[src/rtl/vec_pkg.sv]
// rtl/vec_pkg.sv - shared constants and types for the vector register file
package vec_pkg;

    // Register file geometry
    localparam int NUM_REGS = 16;
    localparam int ADDR_W   = $clog2(NUM_REGS);
    localparam int LANES    = 4;
    localparam int LANE_W   = 32;
    localparam int VEC_W    = LANES * LANE_W;

    // Register index
    typedef logic [ADDR_W-1:0] vreg_addr_t;

    // One 32-bit lane
    typedef logic [LANE_W-1:0] vlane_t;

    // One vector register, lane 0 at the least significant bits
    typedef logic [LANES-1:0][LANE_W-1:0] vreg_t;

endpackage

[src/rtl/vrf_read_mux.sv]
// rtl/vrf_read_mux.sv - combinational NUM_REGS:1 vector read selector
module vrf_read_mux
    import vec_pkg::*;
(
    input  vreg_t      regs [NUM_REGS],
    input  vreg_addr_t ra,
    output vreg_t      rd
);

    // Zero-latency select of the addressed register; no write bypass here
    always_comb begin
        rd = regs[ra];
    end

endmodule

[src/rtl/vector_register_file.sv]
// rtl/vector_register_file.sv - 16 x 128-bit vector register file, 2 read / 1 write
module vector_register_file
    import vec_pkg::*;
(
    input  logic              clk,
    input  logic              rst,
    input  logic              we3,
    input  logic [ADDR_W-1:0] ra1,
    input  logic [ADDR_W-1:0] ra2,
    input  logic [ADDR_W-1:0] wa3,
    input  logic [VEC_W-1:0]  wd3,
    output logic [VEC_W-1:0]  rd1,
    output logic [VEC_W-1:0]  rd2
);

    vreg_t               regs [NUM_REGS];
    logic [NUM_REGS-1:0] wr_sel;
    vreg_t               wdata;
    vreg_t               rdata1;
    vreg_t               rdata2;

    assign wdata = wd3;

    // One-hot write decode; compared per index so an unknown wa3 cannot
    // select a register while we3 is low
    always_comb begin
        wr_sel = '0;
        for (int i = 0; i < NUM_REGS; i++) begin
            wr_sel[i] = we3 && (wa3 == ADDR_W'(i));
        end
    end

    // Storage: async clear has priority, otherwise full-width write of the
    // decoded register
    always_ff @(posedge clk or posedge rst) begin
        if (rst) begin
            for (int i = 0; i < NUM_REGS; i++) begin
                regs[i] <= '0;
            end
        end else begin
            for (int i = 0; i < NUM_REGS; i++) begin
                if (wr_sel[i]) begin
                    regs[i] <= wdata;
                end
            end
        end
    end

    vrf_read_mux u_read_mux1 (
        .regs (regs),
        .ra   (ra1),
        .rd   (rdata1)
    );

    vrf_read_mux u_read_mux2 (
        .regs (regs),
        .ra   (ra2),
        .rd   (rdata2)
    );

    assign rd1 = rdata1;
    assign rd2 = rdata2;

endmodule

[config.mk]
export PLATFORM = sky130hd
export DESIGN_NAME = vector_register_file
export DESIGN_NICKNAME = d
export VERILOG_FILES = /design/src/rtl/vec_pkg.sv /design/src/rtl/vrf_read_mux.sv /design/src/rtl/vector_register_file.sv
export SDC_FILE = /design/constraint.sdc
export NUM_CORES = 2
export LEC_CHECK = 0
export ABC_AREA = 0
export BUFFER_PORTS_ARGS = -buffer_cell sky130_fd_sc_hd__buf_2
export CELL_PAD_IN_SITES_DETAIL_PLACEMENT = 1
export CELL_PAD_IN_SITES_GLOBAL_PLACEMENT = 2
export CORE_MARGIN = 1
export CORE_UTILIZATION = 40
export DETAILED_ROUTE_END_ITERATION = 12
export GPL_TIMING_DRIVEN = 0
export PLACE_DENSITY = 0.82
export SETUP_SLACK_MARGIN = 0.3
export SLEW_MARGIN = 10
export SYNTH_ARGS = -nofsm -noshare
export SYNTH_HDL_FRONTEND = slang
export SYNTH_SLANG_ARGS = --single-unit
[constraint.sdc]
create_clock -name clk -period 175.9 [get_ports clk]
set_clock_uncertainty 0.05 [all_clocks]
set_input_delay 8.795 -clock clk [delete_from_list [all_inputs] [get_ports clk]]
set_output_delay 8.795 -clock clk [all_outputs]
set_load 0.1 [all_outputs]
Yosys cells after proc, flatten, opt, wreduce, memory -nomap -nowiden. Index checks and enable logic that the tools add are counted.

Flip-flop bits (word level): 2048. Bits of input ports: 143. Output and inout port bits: 256. Word-level logic and storage cells: 106.

Order comparisons: 2. Eq/ne operators: 15. Muxes and demuxes: 6. Bitwise gates (word level): 2. Reductions and logical operators: 17.

Operators with widths (count): $bmux W128 S4 (2); $mux W128 (4); $eq A4 B4 Y1 const B (8); $eq A4 B3 Y1 const B (4); $logic_and A1 B1 Y1 (16); $ge A5 B5 Y1 const B (2); $not A4 Y5 (2); $eq A4 B2 Y1 const B (2); $eq A4 B1 Y1 const B (1); $logic_not A4 Y1 (1).

Depth between registers and ports, before layout.
Depth in word-level cells: 4. Mapped depth: 9. Gate-level depth less buffers: 4.

By module. Synthesis repeated with hierarchy kept, for this count alone.

Cells, all modules: 6303. Area, all modules: 107125.2 µm².

By module, submodules not included: vector_register_file (instances 1, cells each 4473, area an instance 76238.1 µm², seq. area each 51249.2 µm²); vrf_read_mux (instances 2, cells each 915, area an instance 15443.6 µm², seq. area each 0.0 µm²).

Worst setup path after synthesis. OpenSTA, ideal clock, no wires.

Path kind: input -> output. From: input port ra2[0]. To: output port rd2[41]. Arrival time: 11794 ps. Required time: 167055 ps. Path slack: 155261 ps. Stages on the path: 7. Buffers on the path: 5. Cells stage by stage: buf_2 -> buf_6 -> buf_6 -> buf_6 -> buf_2 -> mux2i_1 -> o21ai_0.

Word-level cells in the longest chain between the ends: 4.

Ends and longest elaborated chain: start: declaration (line vector_register_file.sv:9) `input logic [ADDR_W-1:0] ra2,`; $not A4 Y5 (implied by the code) (line vrf_read_mux.sv:12) `rd = regs[ra];`; $bmux W128 S4 (line vrf_read_mux.sv:12); $mux W128 (implied by the code) (2 in a row) (line vrf_read_mux.sv:12); end: declaration (line vector_register_file.sv:13) `output logic [VEC_W-1:0] rd2`.

No other way between the ends. The select of a mux whose other input is x is not followed.

Worst setup path after layout.
From: input port ra2[3]. To: output port rd2[35].

The elaborated chain is that of the path after synthesis.

==> results.yml <==
run_status:
  status: "finished with violations"
  violations: "capacitance limit, slew limit"
routing:
  dr.first_iter.drc_count: 10536
  post_drt_wl_per_cell_um: 43.2
  first_pass_iters: 9
  routed_wl_um: 491000
  vias: 77990
  viasPerCell: 6.86
  drc_errors: 0
  drtAntennaViolNets: 0
pwr:
  leakage_nw: 52.1
  p_comb_frac: 0.285
  seqPwrFrac: 0.405
  swShare: 0.349
  p_sw_w: 0.000579
  internal-power_w: 0.00108
  p_clk_frac: 0.311
  p_per_area_nw_per_um2: 13.6
  peakVddDrop_mv: 0.0105
logic_synthesis:
  async_flop_share: 1.00
  synth_top_area_frac: 0.481
  synth.cell_area_um2: 106000
  synthCells: 6888
  synth_cell_types: 28
  synth-seq-cells: 2048
  synth.area.top_cells: "dfrtp_1, mux4_2, mux2_2, a22oi_1, mux2_1"
  ys_warn_count: 0
  yosysMostFrequentCell: "dfrtp_1"
  synthFlopType: "dfrtp_1"
  synth_edf_count: 0
  synthTopCellsByCount: "dfrtp_1, mux2_2, mux4_2"
  synth_nets: 7031
  yosysTopAreaCell: "dfrtp_1"
  ys_seq_area_frac: 0.481
  synth.avg_cell_area_um2: 15.5
sta:
  fin_crit_ns: 21.85
  slew_headroom: -0.0311
  setup_tns_ns: 0
  whs_ns: 0.460
  grt_setup_unrepaired: "false"
  tightest_slew_ns: 1.55
  min_period_over_period: 0.124
  max_freq_mhz: 45.8
  finalWorstSetupSlack_ns: 154.05
  finalSetupViolCount: 0
  drv_slew: 11
  hold_viol: 0
final_layout:
  largest_reg_flops: 2048
  nets: 7703
  final_layout_size_suffix_gt1_frac: 0.502
  largest_register: "regs"
  biggestRegsByFlops: "regs (2048)"
  design_area_um2: 122000
  syn_to_final_growth_pct: 14.7
floorplanning:
  io_pins: 399
  die_h_um: 518
  start_util: 0.402
  die-area_um2: 268000
  core_um2: 265000
  die_width_um: 518
  rows: 189
setup_path:
  path_class: "in -> out"
  cp.required_ns: 167.06
  crit_path_start_kind: "input pin"
  cp-end-kind: "output port"
  cp_data_arrival_time_ns: 13.01
  path_max_fanout: 10
clock_tree:
  cts_tree: "built"
  cts_buffer_depth: 4
  cts.clk_slew.worst_paths_ns: 0.06
  insertion_delay_ns: 0.93
  clockRootBuffer: "clkbuf_16"
  cts-hold-fix-buffers: 0
  cts_resized: 0
  cts_setup_buffers: 0
  h-tree-depth: 4
  cts.sinks: 2048
  numCtsBuffers: 232
grt:
  antenna_found_initial: 129
  overflow: 0
  grt_first_pass_wirelength_um: 672000
  grt_pass1_vias: 80257
  track_usage: 0.362
  grt_max_degree: 120
placed_design:
  gp_congestion: 0.959
  placed_area_um2: 114000
  dp.final_hpwl_um: 332000
  portBuffers: 392
  dpl_worst_slack_ns: 154.27
worst_hold_path:
  min_path_type: "reg -> reg"
job:
  max_cap_viol_count: 1
placed cells by master (no fill, tap or decap), types with 2 or more instances in the layout:
| cell type | synthesis | routed |
|---|---|---|
| o21ai_0 | 14 | 14 |
| nor2_4 | 1 | 2 |
| nand3_1 | 59 | 59 |
| and2_1 | 6 | 6 |
| a211oi_1 | 2 | 2 |
| dfrtp_1 | 2048 | 2048 |
| clkinv_2 | 0 | 36 |
| clkbuf_16 | 0 | 234 |
| mux2_1 | 360 | 360 |
| mux2_2 | 1688 | 1688 |
| mux4_2 | 908 | 908 |
| inv_16 | 0 | 2 |
| bufinv_16 | 0 | 27 |
| clkbuf_8 | 0 | 46 |
| nor2_2 | 1 | 2 |
| a21oi_1 | 2 | 2 |
| clkbuf_2 | 0 | 54 |
| mux2i_1 | 248 | 248 |
| buf_2 | 338 | 754 |
| a22oi_1 | 548 | 548 |
| buf_4 | 32 | 32 |
| buf_6 | 36 | 37 |
| nand2b_1 | 6 | 6 |
| or3_1 | 3 | 3 |
| buf_8 | 0 | 4 |
| inv_6 | 0 | 3 |
| clkinvlp_4 | 0 | 4 |
| o22ai_1 | 4 | 4 |
| nand2_1 | 241 | 241 |
| buf_16 | 0 | 31 |
| buf_12 | 0 | 10 |
| diode_2 | 0 | 98 |
| buf_1 | 48 | 24 |
| nand3b_1 | 2 | 2 |
| clkbuf_1 | 257 | 255 |
| nor2b_1 | 16 | 15 |
| nor2_1 | 17 | 15 |
area by class of cell:
type	instances	area, um2
antenna	98	245
buffer	711	3580
clock buffer	332	6680
clock inverter	74	1110
fill	25993	143000
inverter	1	11.3
multi-input combinational	4128	51700
sequential	2048	51200
tap	3533	4420
timing repair buffer	438	3090
layer usage:
| layer | vias to the layer above | wire length [um] | global-route usage | share of wire |
|---|---|---|---|---|
| met1 | 42082 | 176000 | 0.446 | 0.36 |
| met3 | 1749 | 63100 | 0.145 | 0.13 |
| met2 | 5829 | 209000 | 0.510 | 0.43 |
| met4 | 76 | 42300 | 0.270 | 0.086 |
| li1 | 28254 | - | - | - |
| met5 | - | 650 | 0.00427 | 0.0013 |
worst paths after layout:
kind,from,to,slack (ns),depth (start not counted)
setup / recovery,ra2[3],rd2[35],154.05,8
hold / removal,regs[393]$_DFFE_PP0P_,regs[393]$_DFFE_PP0P_,0.46,1
setup reg to reg,regs[1890]$_DFFE_PP0P_,regs[1890]$_DFFE_PP0P_,174.96,1
hold reg to reg,regs[393]$_DFFE_PP0P_,regs[393]$_DFFE_PP0P_,0.46,1
max in group asynchronous,rst,regs[1015]$_DFFE_PP0P_,165.09,7
min in group asynchronous,rst,regs[427]$_DFFE_PP0P_,7.98,3
worst max-delay path, cell delays in order:
cell and delay, ns:
buf_2 0.32, nor2b_1 0.17, buf_2 0.52, clkbuf_1 1.18, clkbuf_1 0.86, a22oi_1 0.36
nand2_1 0.27, buf_2 0.47
kinds of logic after synthesis:
group / count (synthesis) / synth area share
compound gates: 570 / 0.0398
buf+inv: 712 / 0.0327
flops: 2048 / 0.481
mux: 3204 / 0.432
simple gates: 354 / 0.0142
power by group through the flow:
stage | sequential, W | clock [W] | combinational, W
4_1_cts | 0.000666 | 0.000514 | 0.000467
5_1_grt | 0.000682 | 0.000531 | 0.000489
3_3_place_gp | 0.000664 | 0 | 0.000448
6_report | 0.000672 | 0.000516 | 0.000473
3_5_place_dp | 0.000673 | 0 | 0.000465
2_1_floorplan | 0.000646 | 0 | 0.000357
through the flow:
stage	power (W)	std cells	utilization
after floorplan	0.00100	6888	-
after global placement	0.00111	10813	0.426
after detailed placement	0.00114	10859	0.431
after CTS	0.00165	11265	0.460
after global routing	0.00170	11304	0.461
final	0.00166	11363	0.461
Power figures use the tool's default switching activity.
